--- config.mk ---
export PLATFORM = sky130hd
export DESIGN_NAME = ahb_apb_modport
export DESIGN_NICKNAME = d
export VERILOG_FILES = /design/src/rtl/ahb_apb_pkg.sv /design/src/rtl/ahb_apb_modport_decode.sv /design/src/rtl/ahb_apb_modport.sv
export SDC_FILE = /design/constraint.sdc
export NUM_CORES = 1
export LEC_CHECK = 0
export CAP_MARGIN = 20
export CORE_ASPECT_RATIO = 1.25
export CORE_MARGIN = 4
export CORE_UTILIZATION = 36
export CTS_BUF_LIST = sky130_fd_sc_hd__clkbuf_16
export DETAILED_ROUTE_END_ITERATION = 8
export GPL_TIMING_DRIVEN = 0
export PLACE_DENSITY = 0.81
export SLEW_MARGIN = 0
export SYNTH_ARGS = -nofsm -noshare
export SYNTH_HDL_FRONTEND = slang
export SYNTH_SLANG_ARGS = --single-unit
--- constraint.sdc ---
create_clock -name Hclk -period 2.4 [get_ports Hclk]
set_input_delay 0.48 -clock Hclk [delete_from_list [all_inputs] [get_ports Hclk]]
set_output_delay 0.48 -clock Hclk [all_outputs]
set_load 0.01 [all_outputs]
--- src/rtl/ahb_apb_pkg.sv ---
// ----------------------------------------------------------------------------
// ahb_apb_pkg
// Shared definitions for the AHB-Lite to APB bridge:
//   - AHB Htrans encodings
//   - bridge FSM state type
//   - address windows of the three APB peripherals
//   - OKAY response code
//   - slave_sel(): address -> one-hot APB select (0 when out of range)
// ----------------------------------------------------------------------------
package ahb_apb_pkg;

  // AHB transfer types
  localparam logic [1:0] HT_IDLE   = 2'b00;
  localparam logic [1:0] HT_BUSY   = 2'b01;
  localparam logic [1:0] HT_NONSEQ = 2'b10;
  localparam logic [1:0] HT_SEQ    = 2'b11;

  // AHB response
  localparam logic [1:0] HRESP_OKAY = 2'b00;

  // Number of APB peripherals behind the bridge
  localparam int NUM_SLV = 3;

  // Bridge FSM states
  typedef enum logic [1:0] {
    ST_IDLE   = 2'd0,
    ST_WWAIT  = 2'd1,
    ST_SETUP  = 2'd2,
    ST_ENABLE = 2'd3
  } state_t;

  // Peripheral address windows (inclusive limits)
  localparam logic [31:0] SLV0_BASE  = 32'h8000_0000;
  localparam logic [31:0] SLV0_LIMIT = 32'h83FF_FFFF;
  localparam logic [31:0] SLV1_BASE  = 32'h8400_0000;
  localparam logic [31:0] SLV1_LIMIT = 32'h87FF_FFFF;
  localparam logic [31:0] SLV2_BASE  = 32'h8800_0000;
  localparam logic [31:0] SLV2_LIMIT = 32'h8BFF_FFFF;

  // One-hot select for an address; all-zero means "not ours".
  function automatic logic [NUM_SLV-1:0] slave_sel(input logic [31:0] addr);
    logic [NUM_SLV-1:0] sel;
    sel = '0;
    if (addr >= SLV0_BASE && addr <= SLV0_LIMIT) sel = 3'b001;
    if (addr >= SLV1_BASE && addr <= SLV1_LIMIT) sel = 3'b010;
    if (addr >= SLV2_BASE && addr <= SLV2_LIMIT) sel = 3'b100;
    return sel;
  endfunction

endpackage

--- src/rtl/ahb_apb_modport_decode.sv ---
// ----------------------------------------------------------------------------
// ahb_slave_decode
// AHB address-phase decode and transfer pipeline registers.
//
// Ports:
//   i_clk, i_rst_n   clock / asynchronous active-low reset
//   i_htrans         AHB transfer type
//   i_haddr          AHB address
//   i_hwrite         AHB direction
//   i_hreadyin       interconnect ready
//   i_hwdata         AHB write data (data phase)
//   i_accept         capture address/direction/select this cycle
//   i_load_wdata     capture Hwdata this cycle
//   o_valid          current address phase is a transfer for this bridge
//   o_sel            one-hot select decoded from the current address
//   o_addr_q         latched address  (drives Paddr)
//   o_write_q        latched direction (drives Pwrite)
//   o_sel_q          latched select
//   o_wdata_q        latched write data (drives Pwdata)
// ----------------------------------------------------------------------------
module ahb_slave_decode
  import ahb_apb_pkg::*;
#(
  parameter int ADDR_W = 32,
  parameter int DATA_W = 32
) (
  input  logic               i_clk,
  input  logic               i_rst_n,
  input  logic [1:0]         i_htrans,
  input  logic [ADDR_W-1:0]  i_haddr,
  input  logic               i_hwrite,
  input  logic               i_hreadyin,
  input  logic [DATA_W-1:0]  i_hwdata,
  input  logic               i_accept,
  input  logic               i_load_wdata,
  output logic               o_valid,
  output logic [NUM_SLV-1:0] o_sel,
  output logic [ADDR_W-1:0]  o_addr_q,
  output logic               o_write_q,
  output logic [NUM_SLV-1:0] o_sel_q,
  output logic [DATA_W-1:0]  o_wdata_q
);

  logic [31:0]        w_addr32;
  logic [NUM_SLV-1:0] w_sel;
  logic               w_active;

  logic [ADDR_W-1:0]  r_addr;
  logic               r_write;
  logic [NUM_SLV-1:0] r_sel;
  logic [DATA_W-1:0]  r_wdata;

  assign w_addr32 = 32'(i_haddr);
  assign w_sel    = slave_sel(w_addr32);
  // Only NONSEQ/SEQ carry a transfer; IDLE and BUSY are dropped here.
  assign w_active = (i_htrans == HT_NONSEQ) || (i_htrans == HT_SEQ);
  assign o_valid  = i_hreadyin && w_active && (w_sel != '0);
  assign o_sel    = w_sel;

  always_ff @(posedge i_clk or negedge i_rst_n) begin
    if (!i_rst_n) begin
      r_addr  <= '0;
      r_write <= 1'b0;
      r_sel   <= '0;
    end else if (i_accept) begin
      r_addr  <= i_haddr;
      r_write <= i_hwrite;
      r_sel   <= w_sel;
    end
  end

  always_ff @(posedge i_clk or negedge i_rst_n) begin
    if (!i_rst_n) begin
      r_wdata <= '0;
    end else if (i_load_wdata) begin
      r_wdata <= i_hwdata;
    end
  end

  assign o_addr_q  = r_addr;
  assign o_write_q = r_write;
  assign o_sel_q   = r_sel;
  assign o_wdata_q = r_wdata;

endmodule

--- src/rtl/ahb_apb_modport.sv ---
// ----------------------------------------------------------------------------
// ahb_apb_modport
// AHB-Lite slave to APB master bridge for three peripherals. Each accepted
// AHB beat becomes one APB SETUP/ENABLE transfer; the AHB data phase is
// stretched with Hreadyout and the response is always OKAY.
//
// Ports:
//   Hclk, Hresetn          clock / asynchronous active-low reset
//   Htrans, Haddr, Hwrite  AHB address phase
//   Hsize, Hburst          accepted, no effect on behaviour
//   Hwdata                 AHB write data
//   Hreadyin               interconnect ready
//   Hrdata, Hresp          AHB read data / response
//   Hreadyout              0 inserts wait states
//   Paddr, Pwdata, Pwrite  APB address / write data / direction
//   Pselx, Penable         APB one-hot select / enable phase
//   Prdata                 APB read data
//   o_dbg_state            current FSM state, for observation
//
// Handshake: an AHB transfer is taken on a rising edge where the bridge is
// in ST_IDLE or ST_ENABLE and the decode reports valid (Hreadyin high,
// NONSEQ/SEQ, address in range). Its data phase ends on the first later
// edge that sees Hreadyout high. APB: Pselx rises with Penable low (SETUP),
// Penable is high for exactly one cycle (ENABLE), with no APB wait states.
// ----------------------------------------------------------------------------
module ahb_apb_modport
  import ahb_apb_pkg::*;
#(
  parameter int ADDR_W = 32,
  parameter int DATA_W = 32
) (
  input  logic              Hclk,
  input  logic              Hresetn,
  input  logic [1:0]        Htrans,
  input  logic [ADDR_W-1:0] Haddr,
  input  logic              Hwrite,
  input  logic [2:0]        Hsize,
  input  logic [2:0]        Hburst,
  input  logic [DATA_W-1:0] Hwdata,
  input  logic              Hreadyin,
  output logic [DATA_W-1:0] Hrdata,
  output logic [1:0]        Hresp,
  output logic              Hreadyout,
  output logic [ADDR_W-1:0] Paddr,
  output logic [DATA_W-1:0] Pwdata,
  output logic              Pwrite,
  output logic [2:0]        Pselx,
  output logic              Penable,
  input  logic [DATA_W-1:0] Prdata,
  output state_t            o_dbg_state
);

  state_t             r_state;
  logic [NUM_SLV-1:0] r_pselx;
  logic               r_penable;
  logic               r_hreadyout;

  logic               w_valid;
  logic [NUM_SLV-1:0] w_sel;
  logic               w_accept;
  logic               w_load_wdata;
  logic [NUM_SLV-1:0] w_sel_q;
  logic               w_write_q;
  logic               w_unused_ignored;

  // Size and burst type do not alter behaviour.
  assign w_unused_ignored = ^{Hsize, Hburst};

  // New transfers are only taken when the bridge is not stretching the bus.
  assign w_accept     = w_valid && ((r_state == ST_IDLE) || (r_state == ST_ENABLE));
  assign w_load_wdata = (r_state == ST_WWAIT);

  ahb_slave_decode #(
    .ADDR_W (ADDR_W),
    .DATA_W (DATA_W)
  ) u_decode (
    .i_clk        (Hclk),
    .i_rst_n      (Hresetn),
    .i_htrans     (Htrans),
    .i_haddr      (Haddr),
    .i_hwrite     (Hwrite),
    .i_hreadyin   (Hreadyin),
    .i_hwdata     (Hwdata),
    .i_accept     (w_accept),
    .i_load_wdata (w_load_wdata),
    .o_valid      (w_valid),
    .o_sel        (w_sel),
    .o_addr_q     (Paddr),
    .o_write_q    (w_write_q),
    .o_sel_q      (w_sel_q),
    .o_wdata_q    (Pwdata)
  );

  // FSM with registered APB/AHB control outputs. Outputs are loaded with the
  // values belonging to the state being entered.
  always_ff @(posedge Hclk or negedge Hresetn) begin
    if (!Hresetn) begin
      r_state     <= ST_IDLE;
      r_pselx     <= '0;
      r_penable   <= 1'b0;
      r_hreadyout <= 1'b1;
    end else begin
      case (r_state)
        // ST_ENABLE completes the current beat and, if the next beat is
        // already on the bus, chains straight into it.
        ST_IDLE, ST_ENABLE: begin
          if (w_valid) begin
            r_penable   <= 1'b0;
            r_hreadyout <= 1'b0;
            if (Hwrite) begin
              // Write data arrives one cycle later; select stays low meanwhile.
              r_state <= ST_WWAIT;
              r_pselx <= '0;
            end else begin
              r_state <= ST_SETUP;
              r_pselx <= w_sel;
            end
          end else begin
            r_state     <= ST_IDLE;
            r_pselx     <= '0;
            r_penable   <= 1'b0;
            r_hreadyout <= 1'b1;
          end
        end
        ST_WWAIT: begin
          r_state     <= ST_SETUP;
          r_pselx     <= w_sel_q;
          r_penable   <= 1'b0;
          r_hreadyout <= 1'b0;
        end
        ST_SETUP: begin
          r_state     <= ST_ENABLE;
          r_penable   <= 1'b1;
          r_hreadyout <= 1'b1;
        end
        default: begin
          r_state     <= ST_IDLE;
          r_pselx     <= '0;
          r_penable   <= 1'b0;
          r_hreadyout <= 1'b1;
        end
      endcase
    end
  end

  // Read data passes straight through during the ENABLE cycle of a read.
  assign Hrdata      = ((r_state == ST_ENABLE) && !w_write_q) ? Prdata : '0;
  assign Hresp       = HRESP_OKAY;
  assign Hreadyout   = r_hreadyout;
  assign Pselx       = r_pselx;
  assign Penable     = r_penable;
  assign Pwrite      = w_write_q;
  assign o_dbg_state = r_state;

endmodule

==> results of run 1 <==
## critical path: cells and delay by family (launching register included)
kind | cells | cell delay [ns]
adders and majority gates | 1 | 0.16
buffers and inverters | 2 | 0.71
DFF | 1 | 0.35
and+or+nand+nor | 2 | 0.31
## cell families (layout without fill, tap and decap cells)
kind of cell	count (synthesis)	count (layout)
flip-flops	75	75
multiplexers	59	59
AND/OR/NAND/NOR	56	56
buffers and inverters	17	242
AO/OA/AOI/OAI	13	13
adder cells (fa/ha/maj)	4	4
other	1	2
## layout make-up
class	instances	area, um^2
Fill cell	616	2620
Buffer	13	101
Clock buffer	9	225
Clock inverter	7	85.1
Sequential cell	75	1880
Timing Repair Buffer	209	2130
Inverter	4	15.0
Multi-Input combinational cell	134	1180
Tap cell	117	146
## sequential cells by signal (all words and copies together), names as in the netlist
signal / flops
u_decode.o_addr_q: 32
Pselx: 3
o_dbg_state: 2
Hreadyout: 1
Penable: 1
u_decode.o_write_q: 1
u_decode.o_sel_q: 3
u_decode.o_wdata_q: 32
## stage by stage
step	setup TNS (ns)	cell area, um^2	setup WS, ns	instances	total power [mW]
final	0	5760	0.0741	568	5.80
after global routing	-0.0428	5760	-0.0204	568	6.13
after CTS	0	5720	0.0153	568	5.88
after detailed placement	-10.55	5360	-0.379	548	4.43
after global placement	-137.11	5340	-1.73	547	4.36
after floorplan	0	3150	0.281	226	2.97
## power by group through the flow
stage | sequential, mW | clock, mW | combinational, mW
floorplan | 2.22 | 0 | 0.743
global placement | 1.99 | 0 | 2.36
detailed placement | 2.02 | 0 | 2.41
CTS | 2.00 | 1.42 | 2.47
global route | 2.05 | 1.48 | 2.60
finish | 1.99 | 1.39 | 2.42
## layer usage
| layer | GRT usage [%] | wire (um) | up-vias |
|---|---|---|---|
| met5 | 0 | 0 | - |
| met4 | 9.05 | 255 | 0 |
| met3 | 6.57 | 1020 | 17 |
| met2 | 34.0 | 4980 | 145 |
| met1 | 16.6 | 3150 | 1222 |
| li1 | - | - | 1203 |
## worst max-delay path by stage
| stage | slack [ns] | endpoint | startpoint |
|---|---|---|---|
| after floorplan | 0.28 | u_decode.o_addr_q[10] | Haddr[29] |
| after global placement | -1.73 | u_decode.o_addr_q[12] | Hresetn |
| after detailed placement | -0.38 | u_decode.o_addr_q[10] | Haddr[29] |
| after CTS | 0.02 | Hrdata[31] | o_dbg_state[1] |
| after global routing | -0.02 | Hrdata[0] | o_dbg_state[0] |
| final | 0.07 | Hrdata[0] | o_dbg_state[0] |
## repair_timing
action,in CTS,in global routing
setup buffers,3,0
setup endpoints to repair,50,22
resized for setup,15,20
hold endpoints to repair,8,0
pin swaps,1,0
hold buffers,1,0
## cells in the mapped netlist (4+ instances only)
master	count	area, um^2
ha_1	4	50.1
inv_1	4	15.0
and2_1	33	206
clkbuf_1	7	26.3
o21a_1	4	30.0
dfrtp_1	74	1850
mux2_2	57	642
nor2b_1	4	25.0
==> flow_summary.toml, run 1 <==
[timing]
rsz0062_at_grt = "true"
hold_violations = 0
period_share_pct = 96.9
post_layout_min_period_ns = 2.33
timing.hold.ws_ns = 0.479
fin_skew_ns = 0.00807
maxClockFrequency_ghz = 0.430
max-slew-margin-rel_pct = 64.1
worst_slew_pin_tran_ns = 0.539
final-setup-viol-count = 0
drv_slew = 0

[clock_tree]
clk-insertion-delay-late_ns = 0.33
cts_buffers = 9
tritoncts = "built"
maximum_count_of_clock_buffers_along_a_single_path = 2
cts_sinks = 75
h_tree_depth = 3
cts.reportedPaths.clkPinSlew_ns = 0.05
cts.root.buffer_cell = "clkbuf_16"

[logic_synthesis]
ys.flop_type = "dfrtp_1"
ys_async_sr_fraction_pct = 100
synth_fa_ha_area_share_pct = 1.59
synth_enable_flop_cells = 0
post_synth_mux_area_share_pct = 21.1
synth.yosys.warnings = 0
compound_gate_fraction_of_synth_area_pct = 2.71
synth_simple_gate_area_share_pct = 11.7
synth-seq-area-share_pct = 59.8
avgSynthCellArea_um2 = 14.0
post_synth_num_cell_types = 31
synthXorXnorAreaFrac_pct = 0
largest_family_of_logic_cells_by_synthesized_area = "multiplexers"
synth-seq-cells = 75
synthCells = 225
mappedNetlistArea_um2 = 3140

[setup_path]
critPathMaxStageDelay_ns = 0.53
crit_fanout = 10
critical_path.reg2reg.endpoint = "u_decode.o_addr_q[15]"
cp.required_ns = 1.92
start_kind = "register"
worst-r2r-setup-slack_ns = 0.31
reg2reg_depth = 6
critical_path_arrival_ns = 1.85
path_class = "register to primary output"
reg2reg_from = "o_dbg_state[1]"
crit_path_end_kind = "primary output"
cpMaxStageDelayCell = "clkdlybuf4s50_1"
cp_cell_sequence = "ha_1, nor2b_4, clkbuf_8, and2_1, clkdlybuf4s50_1"

[min_path]
holdPathEnd = "u_decode.o_addr_q[31]"
min_from = "u_decode.o_addr_q[31]"
hold-path-cell-count = 1
min-delay-path-class = "register to register"

[pwr]
clockPowerShare_pct = 23.9
seqPwrFrac_pct = 34.3
power.share.switching_pct = 27.9
p_sw_mw = 1.62
irDropWorstVdd_mv = 0.780
powerDensity_nw_per_um2 = 1010
p_int_mw = 4.18
combPwrFrac_pct = 41.8
power.leakage_nw = 2.74

[cells_and_area]
final_cell_mix = "182 x clkdlybuf4s50_1, 73 x dfrtp_1, 57 x mux2_2, 33 x and2_1, 14 x dlymetal6s2s_1"
design.final.nets = 558
final_core_utilization_pct = 68.7
area_delta_synth_final_pct = 83.2
antennaDiodeCount = 0
final_common_cell = "clkdlybuf4s50_1"
final_layout_size_suffix_gt1_share_pct = 20.2

[global_routing]
number_of_global_route_vias_before_repair = 2834
antenna_found_initial = 0
grt_first_pass_wirelength_mm = 14.3
globalRouteTotalUtil_pct = 18.0
grt-ovfl-total = 0
grt_max_degree = 68

[route]
antenna_violating_nets_post_route = 0
dr.first_iter.drc_count = 45
remaining_drc_errors = 0
avgViaCountPerCell = 4.55
drt_pass1_iterations = 4
routed-via-count = 2587
wl_per_cell_um = 16.6
wl_mm = 9.41

[die]
dieWidth_um = 91.6
start_util_pct = 37.5
core_area_um2 = 8380
fp.dieH_um = 112
num_io_pins = 214
die-area_um2 = 10300
num_rows = 37

[placement]
port-buffer-count = 204
gp_congestion = 0.879
dpl.hpwl_mm = 7.40

[run_status]
status = "completed"

[job]
maxCapViolCount = 0
No activity file was read; power rests on OpenSTA's default activity.
==> run 2, diff against run 1 <==
--- a/config.mk
+++ b/config.mk
@@ -8,11 +8,11 @@
 export CAP_MARGIN = 20
 export CORE_ASPECT_RATIO = 1.25
 export CORE_MARGIN = 4
-export CORE_UTILIZATION = 36
+export CORE_UTILIZATION = 32
 export CTS_BUF_LIST = sky130_fd_sc_hd__clkbuf_16
 export DETAILED_ROUTE_END_ITERATION = 8
 export GPL_TIMING_DRIVEN = 0
-export PLACE_DENSITY = 0.81
+export PLACE_DENSITY = 0.77
 export SLEW_MARGIN = 0
 export SYNTH_ARGS = -nofsm -noshare
 export SYNTH_HDL_FRONTEND = slang
==> constraint.sdc (replaced) <==
create_clock -name Hclk -period 2.1 [get_ports Hclk]
set_input_delay 0.42 -clock Hclk [delete_from_list [all_inputs] [get_ports Hclk]]
set_output_delay 0.42 -clock Hclk [all_outputs]
set_load 0.01 [all_outputs]
==> run 2 against run 1 <==
The run now ends with setup timing left. Final cell count is 2.6% higher. Combinational power is 17% higher. Core utilization is 8.3 points lower. Wire length is 0.48% higher. Clock power is 4% higher. Sequential cell count stayed put. Total power is 13% higher. First-iteration DRC count grew to 2.8 times the previous value. Critical path type unchanged. Largest power group unchanged.
==> flow_summary.toml, run 2 (synthesis gave the netlist of run 1 again) <==
[run_status]
status = "finished with violations"
failed_checks = "setup timing"

[timing]
layout_setup_ws_ns = -0.134
hold_violations = 0
rsz0062_at_grt = "true"
maxClockFrequency_ghz = 0.448
period_share_pct = 106
post_layout_min_period_ns = 2.23
drv_slew = 0
final-setup-viol-count = 4
fin_skew_ns = 0.00560
timing.hold.ws_ns = 0.0324
final.setup.tns_ns = -0.523

[die]
start_util_pct = 32.7
dieWidth_um = 96.6
core_area_um2 = 9610
num_io_pins = 214
die-area_um2 = 11500
fp.dieH_um = 119
num_rows = 40

[pwr]
irDropWorstVdd_mv = 0.621
power.leakage_nw = 2.64
powerDensity_nw_per_um2 = 1130

[setup_path]
crit_path_end_kind = "primary output"
critical_path_arrival_ns = 1.81
critPathCapture = "Hrdata[19]"
start_kind = "register"
cp_cell_sequence = "ha_1, nor2b_4, buf_4, and2_1, clkdlybuf4s50_1"
cpMaxStageDelayCell = "clkdlybuf4s50_1"
crit_fanout = 10
reg2reg_depth = 8
critPathMaxStageDelay_ns = 0.53
critical_path.reg2reg.endpoint = "u_decode.o_addr_q[13]"
worst_setup_path_startpoint = "o_dbg_state[1]"
worst-r2r-setup-slack_ns = 0.08
cp.required_ns = 1.68
reg2reg_from = "o_dbg_state[1]"
path_class = "register to primary output"

[route]
routed-via-count = 2637
wl_per_cell_um = 16.2
dr.first_iter.drc_count = 128
drt_pass1_iterations = 6
antenna_violating_nets_post_route = 0
remaining_drc_errors = 0
avgViaCountPerCell = 4.52
wl_mm = 9.45

[cells_and_area]
area_delta_synth_final_pct = 84.9
design.final.nets = 564
seq_area_um2 = 1880
final_core_utilization_pct = 60.5
antennaDiodeCount = 0
final_cell_mix = "175 x clkdlybuf4s50_1, 74 x dfrtp_1, 56 x mux2_2, 32 x and2_1, 14 x buf_4"
final_layout_size_suffix_gt1_share_pct = 24.3
multi_input_area_um2 = 1220
final_common_cell = "clkdlybuf4s50_1"
nFillCells = 780

[global_routing]
number_of_global_route_vias_before_repair = 2854
grt-ovfl-total = 0
grt_first_pass_wirelength_mm = 14.5
globalRouteTotalUtil_pct = 16.2
antenna_found_initial = 0
grt_max_degree = 45

[clock_tree]
h_tree_depth = 3
cts.reportedPaths.clkPinSlew_ns = 0.05
cts.root.buffer_cell = "clkbuf_16"
clk-insertion-delay-late_ns = 0.33
cts_buffers = 9
tritoncts = "built"
cts_sinks = 75
maximum_count_of_clock_buffers_along_a_single_path = 2

[job]
maxCapViolCount = 0

[placement]
dpl.hpwl_mm = 7.49
port-buffer-count = 204
gp_congestion = 1.08

[min_path]
min-delay-path-class = "input port to async pin"
## run 2: changes by cell type in the layout (fill, tap and decap cells not counted), moves of 3 or more
cell             delta
dlymetal6s2s_1     -10
buf_12              +3
clkdlybuf4s15_1     +8
clkbuf_1            -3
clkdlybuf4s50_1     -7
clkbuf_2           +11
buf_6               -4
buf_4               +7
## run 2: critical path, delay by kind of cell, from the launching register on
kind          cells  cell delay [ns]
fa+ha+maj         1             0.15
buf+inv           2             0.69
flops             1             0.35
simple gates      2             0.30
## run 2: how the worst min path moves through the flow
stage,start,endpoint,cells after the start
6_report,Hresetn,u_decode.o_wdata_q[0],1
5_1_grt,Hresetn,u_decode.o_wdata_q[3],1
4_1_cts,Hresetn,u_decode.o_wdata_q[3],1
3_5_place_dp,Hresetn,u_decode.o_wdata_q[0],1
3_3_place_gp,u_decode.o_addr_q[31],u_decode.o_addr_q[31],1
2_1_floorplan,Hresetn,Penable,0
## run 2: per-layer routing
metal	share of wire (%)	wire length, um	global-route usage [%]	vias up
met5	0	0	0	-
met4	4.3	408	9.83	0
li1	-	-	-	1217
met2	52	4960	29.6	136
met1	36	3380	16.0	1261
met3	7.5	707	4.66	23
## run 2: timing repair
item / CTS / global route
gates cloned: 1 / 1
pin swaps: 2 / 2
resized for setup: 52 / 34
hold buffers: 0 / 0
endpoints found under the setup margin: 59 / 89
setup buffers: 8 / 1
## run 2: report_power, final
| group | switching [mW] | total [mW] | internal [mW] |
|---|---|---|---|
| logic | 1.05 | 2.82 | 1.78 |
| clock network | 0.547 | 1.44 | 0.896 |
| registers | 0.269 | 2.27 | 2.00 |
## run 2: layout make-up
class / count / area share, %
buffer: 12 / 1.83
clock buffer: 9 / 3.88
clock inverter: 7 / 0.926
inverter: 4 / 0.258
multi-input combinational: 134 / 21.0
sequential: 75 / 32.3
tap: 126 / 2.71
timing repair buffer: 216 / 37.1
## run 2: stage by stage
| step | cell area, um^2 | total power [mW] | instances | worst slack [ns] |
|---|---|---|---|---|
| floorplan | 3150 | 3.39 | 226 | 0.0415 |
| global placement | 5350 | 4.99 | 556 | -1.97 |
| detailed placement | 5360 | 5.07 | 557 | -0.589 |
| CTS | 5780 | 6.57 | 582 | -0.186 |
| global route | 5810 | 6.91 | 583 | -0.245 |
| finish | 5810 | 6.54 | 583 | -0.134 |
==> run 3, diff against run 2 <==
--- a/config.mk
+++ b/config.mk
@@ -5,13 +5,13 @@
 export SDC_FILE = /design/constraint.sdc
 export NUM_CORES = 1
 export LEC_CHECK = 0
+export ABC_CLOCK_PERIOD_IN_PS = 2100
 export CAP_MARGIN = 20
 export CORE_ASPECT_RATIO = 1.25
 export CORE_MARGIN = 4
 export CORE_UTILIZATION = 32
 export CTS_BUF_LIST = sky130_fd_sc_hd__clkbuf_16
 export DETAILED_ROUTE_END_ITERATION = 8
-export GPL_TIMING_DRIVEN = 0
 export PLACE_DENSITY = 0.77
 export SLEW_MARGIN = 0
 export SYNTH_ARGS = -nofsm -noshare
==> run 3 against run 2 <==
The flow now finishes without violations. Register-to-register slack better by 0.10 ns. Count of clock-buffer cells in the layout stayed put. Clock skew is 0.0011 ns higher. Hold slack better by 0.44 ns. Sequential cell count stayed put. Global-route usage is 0.36 points higher. Combinational power is 2% lower. First-iteration DRC count is 61% lower. Sequential power hardly changed. Clock power hardly changed. Highest routed layer unchanged.
==> flow_summary.toml, run 3 (synthesis gave the netlist of run 1 again) <==
[pwr]
irDropWorstVdd_mv = 0.597
power.leakage_nw = 2.49
report.power.total_mw = 6.45
powerDensity_nw_per_um2 = 1140

[placement]
dpl.hpwl_mm = 7.58
port-buffer-count = 204
pre_cts_slack_ns = -0.362
gp_congestion = 1.02
dpl.cell_count = 559

[setup_path]
start_kind = "input port"
cpMaxStageDelayCell = "or4b_4"
reg2reg_from = "o_dbg_state[0]"
crit_fanout = 3
cp_num_cells = 5
path_class = "input port to register"
reg2reg_depth = 7
cp_cell_sequence = "clkdlybuf4s50_1, or4b_4, buf_4, or4b_4, o31ai_1"
cp_top_family = "simple AND/OR/NAND/NOR gates"
critPathBufInv = 2
crit_path_end_kind = "register"
critical_path_arrival_ns = 2.27
timing.critical_path.mode_cell = "or4b_4"
worst_setup_path_startpoint = "Haddr[29]"
cp.required_ns = 2.32
critPathMaxStageDelay_ns = 0.57

[clock_tree]
tritoncts = "built"
cts.reportedPaths.clkPinSlew_ns = 0.05
cts_buffers = 9
clk-insertion-delay-late_ns = 0.33
cts.root.buffer_cell = "clkbuf_16"
h_tree_depth = 3
maximum_count_of_clock_buffers_along_a_single_path = 2
cts_sinks = 75

[route]
drt_pass1_iterations = 3
remaining_drc_errors = 0
antenna_violating_nets_post_route = 0
wl_per_cell_um = 16.2
avgViaCountPerCell = 4.49
dr.first_iter.drc_count = 50
wl_mm = 9.34
routed-via-count = 2583

[min_path]
min-delay-path-class = "register to register"
min_from = "u_decode.o_addr_q[31]"
hold-path-cell-count = 1

[global_routing]
globalRouteMet3Util_pct = 5.79
antenna_found_initial = 0
gr_met1_demand_resource_pct = 16.8
grt-ovfl-total = 0
grt_first_pass_wirelength_mm = 14.8
number_of_global_route_vias_before_repair = 2812
gr-max-usage-layer = "met2"
globalRouteTotalUtil_pct = 16.6
grt_max_degree = 44
met2_usage_pct = 29.7

[cells_and_area]
antennaDiodeCount = 0
final_layout_size_suffix_gt1_share_pct = 21.8
final_non_filler_cell_total = 575
area_delta_synth_final_pct = 80.7
final_cell_mix = "171 x clkdlybuf4s50_1, 74 x dfrtp_1, 57 x mux2_2, 33 x and2_1, 25 x clkdlybuf4s15_1"
design.final.nets = 557
final_core_utilization_pct = 59.1
final_common_cell = "clkdlybuf4s50_1"

[die]
fp.dieH_um = 119
num_rows = 40
dieWidth_um = 96.6
die-area_um2 = 11500
num_io_pins = 214
core_area_um2 = 9610
start_util_pct = 32.7

[timing]
rsz0062_at_grt = "false"
drv_slew = 0
hold_violations = 0
layout_setup_ws_ns = 0.0502
final-setup-viol-count = 0
post_layout_min_period_ns = 2.05
period_share_pct = 97.6
maxClockFrequency_ghz = 0.488
fin_skew_ns = 0.00668
timing.hold.ws_ns = 0.470

[run_status]
status = "completed"

[job]
maxCapViolCount = 0
==> run 3: final timing paths <==
path	endpoint	slack (ns)
min in group asynchronous	u_decode.o_wdata_q[0]	0.49
min reg2reg	u_decode.o_addr_q[31]	0.47
min	u_decode.o_addr_q[31]	0.47
max reg2reg	u_decode.o_addr_q[20]	0.18
max	Pselx[0]	0.05
max in group asynchronous	Hreadyout	1.08
==> run 3: area by class of cell <==
class	count	area, um^2
fillers	788	3930
repair buffers	221	2170
flip-flops and latches	75	1880
multi-input cells	134	1180
clock buffers	9	225
well taps	126	158
clock inverters	6	50.0
inverters	4	15.0
==> run 3: per-stage QoR <==
step	instance area, um^2	setup TNS (ns)
global route	5680	0
CTS	5680	0
floorplan	3150	0
finish	5680	0
global placement	5420	-11.98
detailed placement	5420	-12.12
==> run 3: what timing repair did <==
item	in CTS	in global routing
hold buffers	1	0
gates cloned	0	0
gates resized for setup	42	31
setup endpoints to repair	33	31
buffers inserted	0	0
endpoints found under the hold margin	11	0
==> run 3: metal layers <==
layer	vias to the layer above	part of all wire (%)
met4	0	3.6
li1	1200	-
met3	22	8.2
met1	1226	35
met5	-	0
met2	135	53
==> run 3: power breakdown <==
| group | internal, mW | switching, mW |
|---|---|---|
| registers | 2.00 | 0.270 |
| clock network | 0.893 | 0.531 |
| logic | 1.72 | 1.03 |
